## src/rtl/lfsr_sequence_checker_sat_counter.sv

```systemverilog
// Saturating up-counter.
//   clk   : rising-edge clock
//   rst   : synchronous active-low clear
//   en    : increment request; ignored once the count is all-ones
//   count : current value
module sat_counter #(
    parameter int unsigned W = 16
) (
    input  logic         clk,
    input  logic         rst,
    input  logic         en,
    output logic [W-1:0] count
);
    always_ff @(posedge clk) begin
        if (!rst) begin
            count <= '0;
        end else if (en && (count != '1)) begin
            count <= count + 1'b1;
        end
    end
endmodule

```

## config.mk

```make
export PLATFORM = sky130hd
export DESIGN_NAME = sat_counter
export DESIGN_NICKNAME = d
export VERILOG_FILES = /design/src/rtl/lfsr_sequence_checker_sat_counter.sv
export SDC_FILE = /design/constraint.sdc
export NUM_CORES = 1
export LEC_CHECK = 0
export BUFFER_PORTS_ARGS = -buffer_cell sky130_fd_sc_hd__buf_4
export CORE_MARGIN = 1.5
export CORE_UTILIZATION = 26
export CTS_CLUSTER_SIZE = 8
export DETAILED_ROUTE_END_ITERATION = 8
export PLACE_DENSITY = 0.51
export SLEW_MARGIN = 20
export SYNTH_ARGS = -nofsm -noshare
export SYNTH_HDL_FRONTEND = slang
export SYNTH_SLANG_ARGS = --single-unit
```

## constraint.sdc

```tcl
create_clock -name clk -period 1.7 [get_ports clk]
set_input_delay 0.34 -clock clk [delete_from_list [all_inputs] [get_ports clk]]
set_output_delay 0.34 -clock clk [all_outputs]
set_load 0.02 [all_outputs]
```

==> metrics.md, run 1 <==
| Metric | Value |
|---|---|
| Status | finished clean |
| Final Skew | approximately 14 ps |
| Number of top-level pins | 19 |
| Post_cts resized | 0 |
| Tmin final | approximately 1600 ps |
| Dpl ws | ~95 ps |
| Cell count along the critical path | 6 |
| Die Ht | 59.7 um |
| Nets@finish | about 140 |
| Slowest CP cell | dfxtp_1 |
| Pre-antenna DRT Iters | 4 |
| Crit path max-delay family | simple AND/OR/NAND/NOR gates |
| Regs by FF count | count (16) |
| Initial core utilization | between 20 and 30% |
| Worst-skew pair later-pin latency | around 300 ps |
| Initial antenna violation count | 0 |
| Final setup margin | 133 ps |
| Area Overhead vs Synth | 40.4% |
| Routed wire length | slightly above 2000 um |
| #FFs+latches synth | 16 |
| First-pass GRT wire length | approximately 3400 um |
| Crit path buffers/inverters | 1 |
| Sequence of cells on the critical path | ha_2, and4_1, o41ai_1, buf_4, or3_1, a21oi_1 |
| Via/cell ratio | a little under 5 |
| Crit path capture type | register |
| Slew headroom | 70.9% |
| Core Area | between 0.003 and 0.004 mm2 |
| Final Setup Violations | 0 |
| Fin cells | about 180 |
| WP data required | about 1900 ps |
| H-tree levels | 1 |
| Final worst-path cycle share | 92.2% |
| CTS sink count | 16 |
| Synthesized netlist cell count | 97 |
| Post-route ant nets | 0 |
| HPWL Detailed | around 1600 um |
| Pins Over Slew Limit | 0 |
| Max-cap viol count | 0 |
| Hold buffer count at CTS | 0 |
| Vias in the first global route | 790 |
| Biggest register | count |
| Routability Congestion | 0.758 |
| Layout cell share with drive strength beyond 1 | between 30 and 40% |
| Mapped Nets | around 100 |
| Fmax | roughly 0.64 GHz |
| GRT Util Overall | between 10% and 20% |
| Clock slew at reported path FFs | between 100 and 150 ps |
| DRC viols | 0 |
| Diodes inserted | 0 |
| FILL cells | roughly 330 |
| Pwr/cell area | around 580 mW/mm2 |
| Largest net degree at the start of global routing | 14 |
| Die area | 0.00357 mm2 |
| DR vias | roughly 850 |
| Post-CTS Setup Bufs | 0 |
| FP Rows | 20 |
| Worst Hold Path Cells | 2 |
| Worst Path Max Fanout | 5 |
| Design Power | about 0.68 mW |
| Max VDD drop | about 0.18 mV |
| Post-synthesis cell type count | 31 |
| IO Port Bufs | 18 |
| Ys Warns | 0 |
| Initial DRC count | 28 |
| Util after Layout | about two fifths |
| CTS tree | yes |
| Leading cell type in the layout, fill and taps excluded | buf_4 |
| Max reg flops | 16 |
| Startpoint types | register |
| Leakage | approximately 0.45 nW |
| Root buf cell | clkbuf_4 |
| Worst hold path type | in -> reg |
| EDFF count, synth | 0 |
| RSZ-0062 raised after global routing | no |
| CTS Buffer Depth | 2 |
| Fin Setup TNS | 0 ps |
| Mapped cell area | 837 um2 |
| Chip width | around 60 um |
| Max stage delay on crit path | 360 ps |
| Total global routing overflow | 0 |
| Prevailing post-synth register cell | dfxtp_1 |
| Avg WL per Cell | approximately 12 um |
| Crit Path Category | reg -> reg |
| Commonest non-fill, non-tap cells in the layout | buf_4 (32), dfxtp_1 (11), a21oi_1 (9), nand2_1 (9), nand3_1 (6) |
| Post-synthesis async set-or-reset flop share | 0% |
| CTS buffer count | 3 |
| Crit path DAT | roughly 1800 ps |
| R2R depth | 6 |
| Endpoints failing hold | 0 |
| Dpl cells | 171 |
| Seq/Total Area, Yosys | between 30% and 40% |
| Worst Tran Pin Value | 436 ps |
| Mean Syn Cell Area | ~8.6 um2 |
==> synthesized netlist by cell type (2+ instances only) <==
cell type,instances,area share [%]
a21oi_1,9,5.4
nand3_1,6,3.6
nor2_1,5,2.2
dfxtp_1,16,38
o31ai_1,5,4.5
nand4_1,3,2.2
mux2i_1,3,3.6
o21ai_0,4,2.4
nor3_1,2,1.2
or3_1,2,1.5
and4_1,3,3.1
nor4_1,3,2.2
nand2_1,10,4.5
nand2b_1,2,1.5
inv_1,4,1.8
or4_1,5,4.5
==> kinds of logic after synthesis <==
logic type / synth area share, %
buffers and inverters: 3.14
and+or+nand+nor: 35.0
muxes: 3.59
xor gates and xnor gates: 2.09
adders and majority gates: 1.49
DFF: 38.3
AOI/OAI and AO/OA: 16.4
==> report_power, final <==
part | switching, mW | internal (mW) | total, mW
Combinational | 0.0240 | 0.0172 | 0.0412
Sequential | 0.00242 | 0.378 | 0.380
Clock | 0.127 | 0.131 | 0.258
Total | 0.154 | 0.526 | 0.680
==> metrics by stage <==
stage	cell area, um2	hold WS [ps]
final	1170	302
after global placement	1120	507
after detailed placement	1120	511
after floorplan	837	473
after CTS	1160	313
after global routing	1170	308
==> per-layer routing <==
metal,global-route usage [%],wire length (um),part of all wire [%]
met5,0,0,0
met4,5.71,36,1.8
met3,1.95,55,2.7
met1,16.0,914,45
met2,20.8,1010,50
==> cell type report <==
class	instances	area, um2	area share, %
Clock buffer	4	36.3	3.09
Tap cell	44	55.1	4.69
Timing Repair Buffer	32	240	20.4
Inverter	4	15.0	1.28
Sequential cell	16	327	27.8
Multi-Input combinational cell	75	502	42.7
==> path summary, 6_finish.rpt <==
| path | from | to | slack (ps) |
|---|---|---|---|
| max | count[1] | count[6] | 130 |
| max reg2reg | count[1] | count[6] | 130 |
| min | rst | count[10] | 300 |
| min reg2reg | count[11] | count[11] | 510 |
No activity file was read; power rests on OpenSTA's default activity.
==> inputs of run 2 (changes only) <==
PLACE_DENSITY = 0.55   (was 0.51)
==> run 2 against run 1 <==
  * Clock skew shrank 11 ps
  * Via count grew 2.6%
  * Clock power shrank 20%
  * Flip-flop and latch count is the same
  * Non-clock buffer count grew 1
  * Global-route usage grew 0.53 points
  * Wire length grew 8.5%
  * Register-to-register slack lost 30 ps
  * Final area grew 1.5%
  * Sequential power is essentially flat
  * Power shrank 7.4%
  * Critical endpoint is now count[7]
  * Largest cell class unchanged
  * Largest power group unchanged
==> metrics.md, run 2 (synthesis results as in run 1) <==
| Metric | Value |
|---|---|
| Fmax | ~0.62 GHz |
| Crit path buffers/inverters | 2 |
| Fin Setup TNS | 0 ps |
| DRC viols | 0 |
| Vias in the first global route | 768 |
| Leading cell type in the layout, fill and taps excluded | buf_4 |
| Layout cell share with drive strength beyond 1 | a little over a third |
| WP data required | 1920 ps |
| Slowest CP cell | or4_1 |
| FP Rows | 20 |
| Worst Hold End | count[10] |
| Worst-skew pair later-pin latency | a little under 300 ps |
| CTS sink count | 16 |
| HPWL Detailed | roughly 1600 um |
| Crit path max-delay family | simple AND/OR/NAND/NOR gates |
| Hold buffer count at CTS | 0 |
| Worst Path Max Fanout | 13 |
| Worst Hold Path Cells | 2 |
| Setup crit start | count[8] |
| CTS tree | yes |
| CTS Buffer Depth | 2 |
| Initial antenna violation count | 0 |
| Routed wire length | between 2000 and 2500 um |
| Slew headroom | a little over two thirds |
| Sequence of cells on the critical path | buf_4, nand4_1, nor4_4, buf_4, or4_1, a21oi_1 |
| Post-CTS Setup Bufs | 0 |
| Avg WL per Cell | between 10 and 15 um |
| Final hold slack | 337 ps |
| Max VDD drop | around 0.36 mV |
| Min-delay src | rst |
| Dpl ws | between 80 and 90 ps |
| DR vias | roughly 870 |
| Max stage delay on crit path | around 500 ps |
| Pins Over Slew Limit | 0 |
| Final worst-path cycle share | 94.1% |
| Chip width | ~60 um |
| GRT Util Overall | about an eighth |
| Regs by FF count | count (16) |
| Die area | between 0.003 and 0.004 mm2 |
| IO Port Bufs | 18 |
| Total global routing overflow | 0 |
| R2R depth | 6 |
| Most frequent cell on the critical path | buf_4 |
| Number of top-level pins | 19 |
| Pwr/cell area | 528 mW/mm2 |
| Final setup margin | ~100 ps |
| Initial DRC count | 37 |
| Pre-antenna DRT Iters | 4 |
| Reg2Reg Setup Slack | 100 ps |
| Tmin final | 1600 ps |
| Endpoints failing hold | 0 |
| Startpoint types | register |
| Post-route ant nets | 0 |
| H-tree levels | 1 |
| Final Setup Violations | 0 |
| Largest net degree at the start of global routing | 14 |
| Biggest register | count |
| Routability Congestion | roughly 0.76 |
| Crit path DAT | around 1800 ps |
| CTS buffer count | 3 |
| Diodes inserted | 0 |
| First-pass GRT wire length | 3530 um |
| RSZ-0062 raised after global routing | no |
| Core Area | between 0.003 and 0.004 mm2 |
| Clock slew at reported path FFs | ~100 ps |
| Nets@finish | 137 |
| Commonest non-fill, non-tap cells in the layout | buf_4 (33), dfxtp_1 (11), a21oi_1 (9), nand2_1 (9) |
| Root buf cell | clkbuf_4 |
| Worst Tran Pin Value | 452 ps |
| Worst hold path type | in -> reg |
| Final Skew | around 2.9 ps |
| Die Ht | 59.7 um |
| R2R Path End | count[7] |
| Max reg flops | 16 |
| Crit path capture type | register |
| Max-cap viol count | 0 |
| Initial core utilization | between 20 and 30% |
| Leakage | between 0.4 and 0.5 nW |
| Area Overhead vs Synth | 42.5% |
| Critical R2R Launch | count[8] |
| Status | finished clean |
| Post_cts resized | 0 |
| Crit Path Category | reg -> reg |
| Via/cell ratio | about 5.0 |
run 2: worst reg2reg max path: cells and delay by family (launching register included):
kind | cells | cell delay [ps]
simple gates | 3 | 750
flops | 1 | 320
buf+inv | 2 | 320
compound gates | 1 | 140
run 2: cell type report:
type                            count  area, um2
Clock buffer                        3       22.5
Tap cell                           44       55.1
Multi-Input combinational cell     75        526
Timing Repair Buffer               33        248
Sequential cell                    16        327
Fill cell                         326       1860
Inverter                            4       15.0
run 2: worst max-delay path by stage:
| stage | endpoint | cells after the start |
|---|---|---|
| floorplan | count[15] | 6 |
| global placement | count[7] | 6 |
| detailed placement | count[6] | 6 |
| CTS | count[7] | 6 |
| global route | count[13] | 5 |
| finish | count[7] | 6 |
run 2: layer usage:
metal  up-vias  GRT usage (%)  part of all wire [%]
met4         0           4.76                   1.2
met1       407           17.1                    47
met5         -              0                     0
li1        445              -                     -
met2        19           21.3                    47
met3         2           2.81                   4.3
run 2: through the flow:
stage	total power, mW	util, %	area [um2]	std cells
final	0.629	39.1	1190	175
after global routing	0.659	39.1	1190	175
after CTS	0.633	37.7	1150	175
after detailed placement	0.428	37.0	1130	172
after global placement	0.427	37.0	1130	172
after floorplan	0.408	-	837	97
run 2: report_power, final:
part           internal [mW]  leakage (nW)  switching, mW  total, mW
registers              0.378         0.132        0.00490      0.383
logic                 0.0164         0.316         0.0227     0.0392
clock network         0.0824        0.0138          0.124      0.207
